--- config.mk ---
export PLATFORM = sky130hd
export DESIGN_NAME = neuron_mac_writeback
export DESIGN_NICKNAME = d
export VERILOG_FILES = /design/src/rtl/neuron_mac_writeback.sv
export SDC_FILE = /design/constraint.sdc
export NUM_CORES = 1
export LEC_CHECK = 0
export ABC_AREA = 1
export BUFFER_PORTS_ARGS = -buffer_cell sky130_fd_sc_hd__buf_2
export CAP_MARGIN = 5
export CORE_MARGIN = 3
export CORE_UTILIZATION = 45
export DETAILED_ROUTE_END_ITERATION = 8
export PLACE_DENSITY = 0.64
export SETUP_SLACK_MARGIN = 0.1
export SLEW_MARGIN = 20
export SYNTH_ARGS = -nofsm -noshare
export SYNTH_HDL_FRONTEND = slang
export SYNTH_SLANG_ARGS = --single-unit
--- constraint.sdc ---
create_clock -name clk -period 22.5 [get_ports clk]
set_clock_uncertainty 0.1 [all_clocks]
set_input_delay 4.5 -clock clk [delete_from_list [all_inputs] [get_ports clk]]
set_output_delay 4.5 -clock clk [all_outputs]
set_load 0.1 [all_outputs]
--- src/rtl/neuron_mac_writeback.sv ---
// neuron_mac_writeback: per-layer MAC over memory read-back operands, then shift/ReLU/saturate and write back
module neuron_mac_writeback #(
    parameter int DATA_W = 8,
    parameter int ADDR_W = 8,
    parameter int ACC_W  = 20,
    parameter int FRAC   = 4
) (
    input  logic              clk,
    input  logic              reset,
    input  logic              start,
    input  logic [7:0]        Nk,
    input  logic              term_valid,
    input  logic              neuron_finished,
    input  logic              finished,
    input  logic [ADDR_W-1:0] neuro_write_addr,
    input  logic [DATA_W-1:0] weight_data,
    input  logic [DATA_W-1:0] neuro_data,
    output logic              write_en,
    output logic [ADDR_W-1:0] write_addr,
    output logic [DATA_W-1:0] write_data,
    output logic              busy,
    output logic              done,
    output logic              overflow,
    output logic              count_err
);
    typedef enum logic [1:0] {IDLE, ACCUM, DRAIN} state_t;
    localparam logic signed [ACC_W-1:0] MAX = ACC_W'((1 << (DATA_W - 1)) - 1);
    state_t                   state;
    logic                     v_d, nf_d, fin_d, first;
    logic [ADDR_W-1:0]        addr_d;
    logic signed [ACC_W-1:0]  acc, sum, r;
    logic signed [2*DATA_W-1:0] prod;
    logic [7:0]               nk_lat;
    logic [8:0]               cnt, cnt_next, nk_eff;
    logic                     sat_hi;
    logic [DATA_W-1:0]        act;
    // Operands arrive one cycle after the read; fold this term into the running sum and form the activation
    always_comb begin
        prod     = $signed(weight_data) * $signed(neuro_data);
        sum      = (first ? '0 : acc) + {{(ACC_W-2*DATA_W){prod[2*DATA_W-1]}}, prod};
        r        = sum >>> FRAC;
        sat_hi   = r > MAX;
        act      = r[ACC_W-1] ? '0 : sat_hi ? MAX[DATA_W-1:0] : r[DATA_W-1:0];
        cnt_next = first ? 9'd1 : cnt + 9'd1;
        nk_eff   = {nk_lat == 8'd0, nk_lat};
    end
    // Layer FSM, read-latency pipeline, accumulator and registered writeback
    always_ff @(posedge clk) begin
        if (!reset) begin
            state      <= IDLE;
            v_d        <= 1'b0;
            nf_d       <= 1'b0;
            fin_d      <= 1'b0;
            addr_d     <= '0;
            first      <= 1'b1;
            acc        <= '0;
            cnt        <= '0;
            nk_lat     <= '0;
            write_en   <= 1'b0;
            write_addr <= '0;
            write_data <= '0;
            busy       <= 1'b0;
            done       <= 1'b0;
            overflow   <= 1'b0;
            count_err  <= 1'b0;
        end else begin
            write_en <= 1'b0;
            done     <= 1'b0;
            v_d      <= term_valid && state == ACCUM;
            nf_d     <= term_valid && neuron_finished && state == ACCUM;
            fin_d    <= finished && state == ACCUM;
            addr_d   <= neuro_write_addr;
            if (v_d) begin
                acc   <= sum;
                cnt   <= cnt_next;
                first <= nf_d;
                if (nf_d) begin
                    write_en   <= 1'b1;
                    write_addr <= addr_d;
                    write_data <= act;
                    if (sat_hi && !r[ACC_W-1])
                        overflow <= 1'b1;
                    if (cnt_next != nk_eff)
                        count_err <= 1'b1;
                end
            end
            case (state)
                IDLE: if (start) begin
                    state     <= ACCUM;
                    nk_lat    <= Nk;
                    overflow  <= 1'b0;
                    count_err <= 1'b0;
                    first     <= 1'b1;
                    cnt       <= '0;
                    busy      <= 1'b1;
                end
                ACCUM: if (fin_d) state <= DRAIN;
                default: begin
                    state <= IDLE;
                    done  <= 1'b1;
                    busy  <= 1'b0;
                end
            endcase
        end
    end
endmodule

# ---- Yosys cells after proc, flatten, opt, wreduce, memory -nomap -nowiden
# Cells that the tools add are included.
# Widths: inputs -> output; s select.
dict set report op_classes {
  mux 27
  n_addsub 2
  n_reduce_logical 14
  multipliers 1
  magnitude_cmp 1
  n_bitwise 1
  n_eq_ne 4
}
# operator count
set ops {}
lappend ops {{$mux 9} 4}
lappend ops {{$add 20x20->20} 1}
lappend ops {{$mux 20} 1}
lappend ops {{$gt 16x8->1 const B} 1}
lappend ops {{$mul 8x8->16} 1}
lappend ops {{$mux 1} 16}
lappend ops {{$mux 8} 2}
lappend ops {{$reduce_and 2->1} 5}
lappend ops {{$add 9x1->9 const B} 1}
lappend ops {{$ne 9x9->1} 1}
lappend ops {{$logic_not 8->1} 1}
lappend ops {{$logic_and 1x1->1} 5}
lappend ops {{$mux 2} 2}
lappend ops {{$ne 2x2->1 const B} 2}
lappend ops {{$pmux 2 s2} 1}
lappend ops {{$eq 2x1->1 const B} 1}
lappend ops {{$logic_not 2->1} 1}
lappend ops {{$pmux 1 s2} 1}
lappend ops {{$reduce_or 2->1} 1}
lappend ops {{$logic_not 1->1} 1}
lappend ops {{$not 1->1} 1}
dict set report totals {
  word_cells 66
  output_inout_bits 21
  regBits 72
}

# ---- Longest topological paths before layout
dict set report depth {
  word_depth 9
  depth_mapped 38
  depth_no_buf 37
}

# ---- Least setup slack after synthesis
# No wires, ideal clock.
dict set report synth_timing {
  path_type {input-to-reg}
  from {input weight_data[0]}
  to {register write_data[0]}
  required_ns 22.268
  cell_stages 34
  setup_time_ns 0.132
  arrival_time_ns 10.074
  n_path_buf 1
  slack_ns 12.194
  path_cell_list {clkbuf_1 or2_2 fa_1 fa_1 inv_1 fa_1 inv_1 fa_1 inv_1 ha_1 a21oi_1 nand2_1 a21oi_1 o21ai_0 a21o_1 a21oi_1 xnor2_1 ha_1 a21oi_1 o21ai_0 a21oi_1 nand2_2 inv_2 nor2_2 nor2_1 nor2_4 nand2_4 nand2_1 nand2_1 nand2_1 nor2_1 nand3_1 nand2_1 a21oi_1}
}
dict set report synth_via {
  elab_chain_len 5
}
# item line
set synth_rtl {}
lappend synth_rtl {{start: declaration} 16} ;# input logic [DATA_W-1:0] weight_data,
lappend synth_rtl {{$mul 8x8->16 *} 39} ;# prod = $signed(weight_data) * $signed(neuro_data);
lappend synth_rtl {{$add 20x20->20 *} 40} ;# sum = (first ? '0 : acc) + {{(ACC_W-2*DATA_W){prod[2*DATA_W-1]}}, prod};
lappend synth_rtl {{$gt 16x8->1} 42} ;# sat_hi = r > MAX;
lappend synth_rtl {{$mux 8} 43} ;# act = r[ACC_W-1] ? '0 : sat_hi ? MAX[DATA_W-1:0] : r[DATA_W-1:0];
lappend synth_rtl {{$mux 8 *} 43}
lappend synth_rtl {{end signal: assignment} 80} ;# write_data <= act;
lappend synth_rtl {{end: declaration} 20} ;# output logic [DATA_W-1:0] write_data,
# Every way passes the cells marked *; elsewhere a longest branch is shown, timed or not.
# A chain may end at the register's enable or synchronous reset.

# ---- Worst setup path after layout
dict set report layout_timing {
  from {input neuro_data[7]}
  to {register write_data[0]}
}
dict set report layout_via {
  elab_chain_len 5
}
# item line
set layout_rtl {}
lappend layout_rtl {{start: declaration} 17} ;# input logic [DATA_W-1:0] neuro_data,
lappend layout_rtl {{$mul 8x8->16 *} 39}
lappend layout_rtl {{$add 20x20->20 *} 40}
lappend layout_rtl {{$gt 16x8->1} 42}
lappend layout_rtl {{$mux 8} 43}
lappend layout_rtl {{$mux 8 *} 43}
# Marked as above.

==> flow_summary.ini <==
[timing]
slew_violations = 0
fin_crit_ns = 10.40
setup_ws_ns = 12.10
fin_crit_sh_pct = 46.2
rsz0062_at_grt = no
setup_tns_ns = 0
fmax_mhz = 96.1
hold_violations = 0
tightest_slew_ns = 0.719
relSlewSlack_pct = 52.0
setup_violations = 0

[clocking]
cts_setup_buffers = 0
cts_tree = yes
cts_resized = 0
cts_max_path_buffers = 2
clock_latency_ns = 0.33
cts_made_buffers = 9
clk_pin_slew_ns = 0.06
cts.sinks = 72
root_buffer = clkbuf_16
cts_hold_buf = 0
htreeDepth = 3

[pwr]
p_leak_nw = 4.10
switching_share_pct = 48.3
switchingPower_uw = 407
power_frac_clock_pct = 18.1
pwr-share-comb_pct = 65.8
power.internal_uw = 436
ir_drop_v = 0.0000541
power_uw = 843
seqPwrFrac_pct = 16.2
powerDensity_nw_per_um2 = 113

[cells_and_area]
final_common_cell = inv_1
final_cells = 1182
final_cell_mix = 217 x inv_1, 184 x nand2_1, 94 x nor2_1
area_growth_pct = 11.0
final_cell_area_um2 = 7460
drive_gt1_share_pct = 12.5
final_nets = 1135
fillers = 1457
diodes = 0

[placement]
post_dp_cell_area_um2 = 7140
place_ws_ns = 11.75
dp_cells = 1167
io_buffers = 58
gp_congestion = 0.867
hpwl_mm = 10.8

[synthesis]
yosys.area.top_type_share_pct = 21.4
ys_warn_count = 0
synth_largest_area_cell = dfxtp_1
synth_seq_cells = 72
synth_cell_types = 40
seq_area_frac_synth_pct = 21.4
syn_area_um2 = 6730
synth_fp_nets = 1096
syn_inst = 955
synth_area_leaders = dfxtp_1 21%, fa_1 17%, inv_1 12%, nand2_1 10%, ha_1 8.7%
synth_area_per_cell_um2 = 7.04

[floorplanning]
rows = 44
start_util_pct = 46.1
core-area_um2 = 14600
dieArea_um2 = 16400
chipWidth_um = 128
ioPinCount = 59
fp.dieH_um = 128

[detailed_routing]
ant_nets = 0
routedWlPerCell_um = 11.3
drtIter0Drc = 203
drt_wl_total_mm = 13.3
via_per_inst = 4.68
drc_errors = 0
vias = 5534
first_pass_iters = 4

[grt]
grt_pass1_vias = 5382
gr-usage-all-layers_pct = 17.8
grt_max_degree = 41
grt-ovfl-total = 0
grt_pass1_wl_mm = 24.3
antenna_found_initial = 0

[worst_setup_path]
start_kind = input port
required_ns = 22.60
reg2reg_slack_ns = 19.35
cp_max_fo = 8
cp_slowest_stage_delay_ns = 0.54
r2r-end = write_data[0]
r2r_start = first
crit_path_top_delay_cell = fa_1
critPathKind = input port to flop
worst_setup_path_end_kind = flop
critical_path_arrival_ns = 10.50
reg2regPathDepth = 17

[min_path]
holdPathStages = 2
hp-start = fin_d
holdPathEnd = state[1]
hold_path.class = flop to flop

[outcome]
outcome = complete, no violations

[flow_run]
maxCapViolations = 0
==> through the flow <==
| stage | hold WS [ns] | util, % |
|---|---|---|
| after global placement | 0.313 | 49.0 |
| after detailed placement | 0.317 | 49.0 |
| after floorplan | 0.305 | - |
| final | 0.325 | 51.2 |
| after CTS | 0.326 | 51.2 |
| after global routing | 0.345 | 51.2 |
==> cells in the mapped netlist, drive strengths merged <==
cell type / number
a31oi: 1
nand3: 44
dfxtp: 72
ha: 47
xor2: 17
buf: 3
o21a: 1
inv: 226
fa: 56
o21bai: 1
nand4: 4
nor3b: 1
a211oi: 2
nor4: 1
o21ai: 49
xnor2: 11
o2111ai: 1
nor2b: 1
clkbuf: 30
nand2: 204
nor3: 6
nor2: 99
o211ai: 7
nand3b: 6
clkinv: 1
a21o: 2
or2: 2
a21oi: 60
==> power groups by stage <==
stage          registers [mW]  clock network [mW]  logic, mW
5_1_grt                 0.137               0.163      0.647
4_1_cts                 0.136               0.157      0.561
3_5_place_dp            0.139                   0      0.556
2_1_floorplan           0.141                   0      0.454
3_3_place_gp            0.139                   0      0.555
6_report                0.136               0.152      0.554
==> how the worst max path moves through the flow <==
stage / startpoint / to / slack [ns]
floorplan: weight_data[0] / write_data[0] / 12.19
global placement: neuro_data[7] / write_data[1] / 11.86
detailed placement: neuro_data[7] / write_data[0] / 11.75
CTS: neuro_data[7] / write_data[0] / 12.09
global route: neuro_data[7] / write_data[3] / 11.43
finish: neuro_data[7] / write_data[0] / 12.10
==> cell type report <==
type                            instances  area [um2]  share of cell area (%)
Clock buffer                           12         256                    3.44
Multi-Input combinational cell        623        4310                    57.7
Inverter                              227         852                    11.4
Tap cell                              184         230                    3.08
Sequential cell                        72        1440                    19.3
Timing Repair Buffer                   61         313                    4.19
Clock inverter                          3        65.1                   0.872
==> flip-flops by register name, summed over array words and instances, names as in the netlist <==
signal      cells
acc            20
overflow        1
state           2
count_err       1
addr_d          8
write_addr      8
done            1
v_d             1
nk_lat          8
fin_d           1
nf_d            1
busy            1
first           1
cnt             9
write_data      8
write_en        1
==> critical path, delay by kind of cell <==
kind	cells	cell delay [ns]
XOR/XNOR	2	0.31
adder cells (fa/ha/maj)	6	2.79
AO/OA/AOI/OAI	6	0.80
buffers and inverters	5	0.37
AND/OR/NAND/NOR	13	1.69
==> kinds of logic (layout without fill, tap and decap cells) <==
| group | count (synthesis) | in the layout | share of synthesized area (%) |
|---|---|---|---|
| simple gates | 368 | 368 | 25.0 |
| buf+inv | 260 | 303 | 14.5 |
| compound gates | 124 | 124 | 9.95 |
| fa+ha+maj | 103 | 103 | 25.4 |
| flops | 72 | 72 | 21.4 |
| xor+xnor | 28 | 28 | 3.65 |
==> layer usage <==
metal  track usage [%]  vias up  share of wire [%]
li1                  -     2955                  -
met3              3.13        5                3.4
met1              24.2     2498                 49
met4              2.62        0               0.43
met5                 0        -                  0
met2              30.3       76                 47
Power figures use the tool's default switching activity.
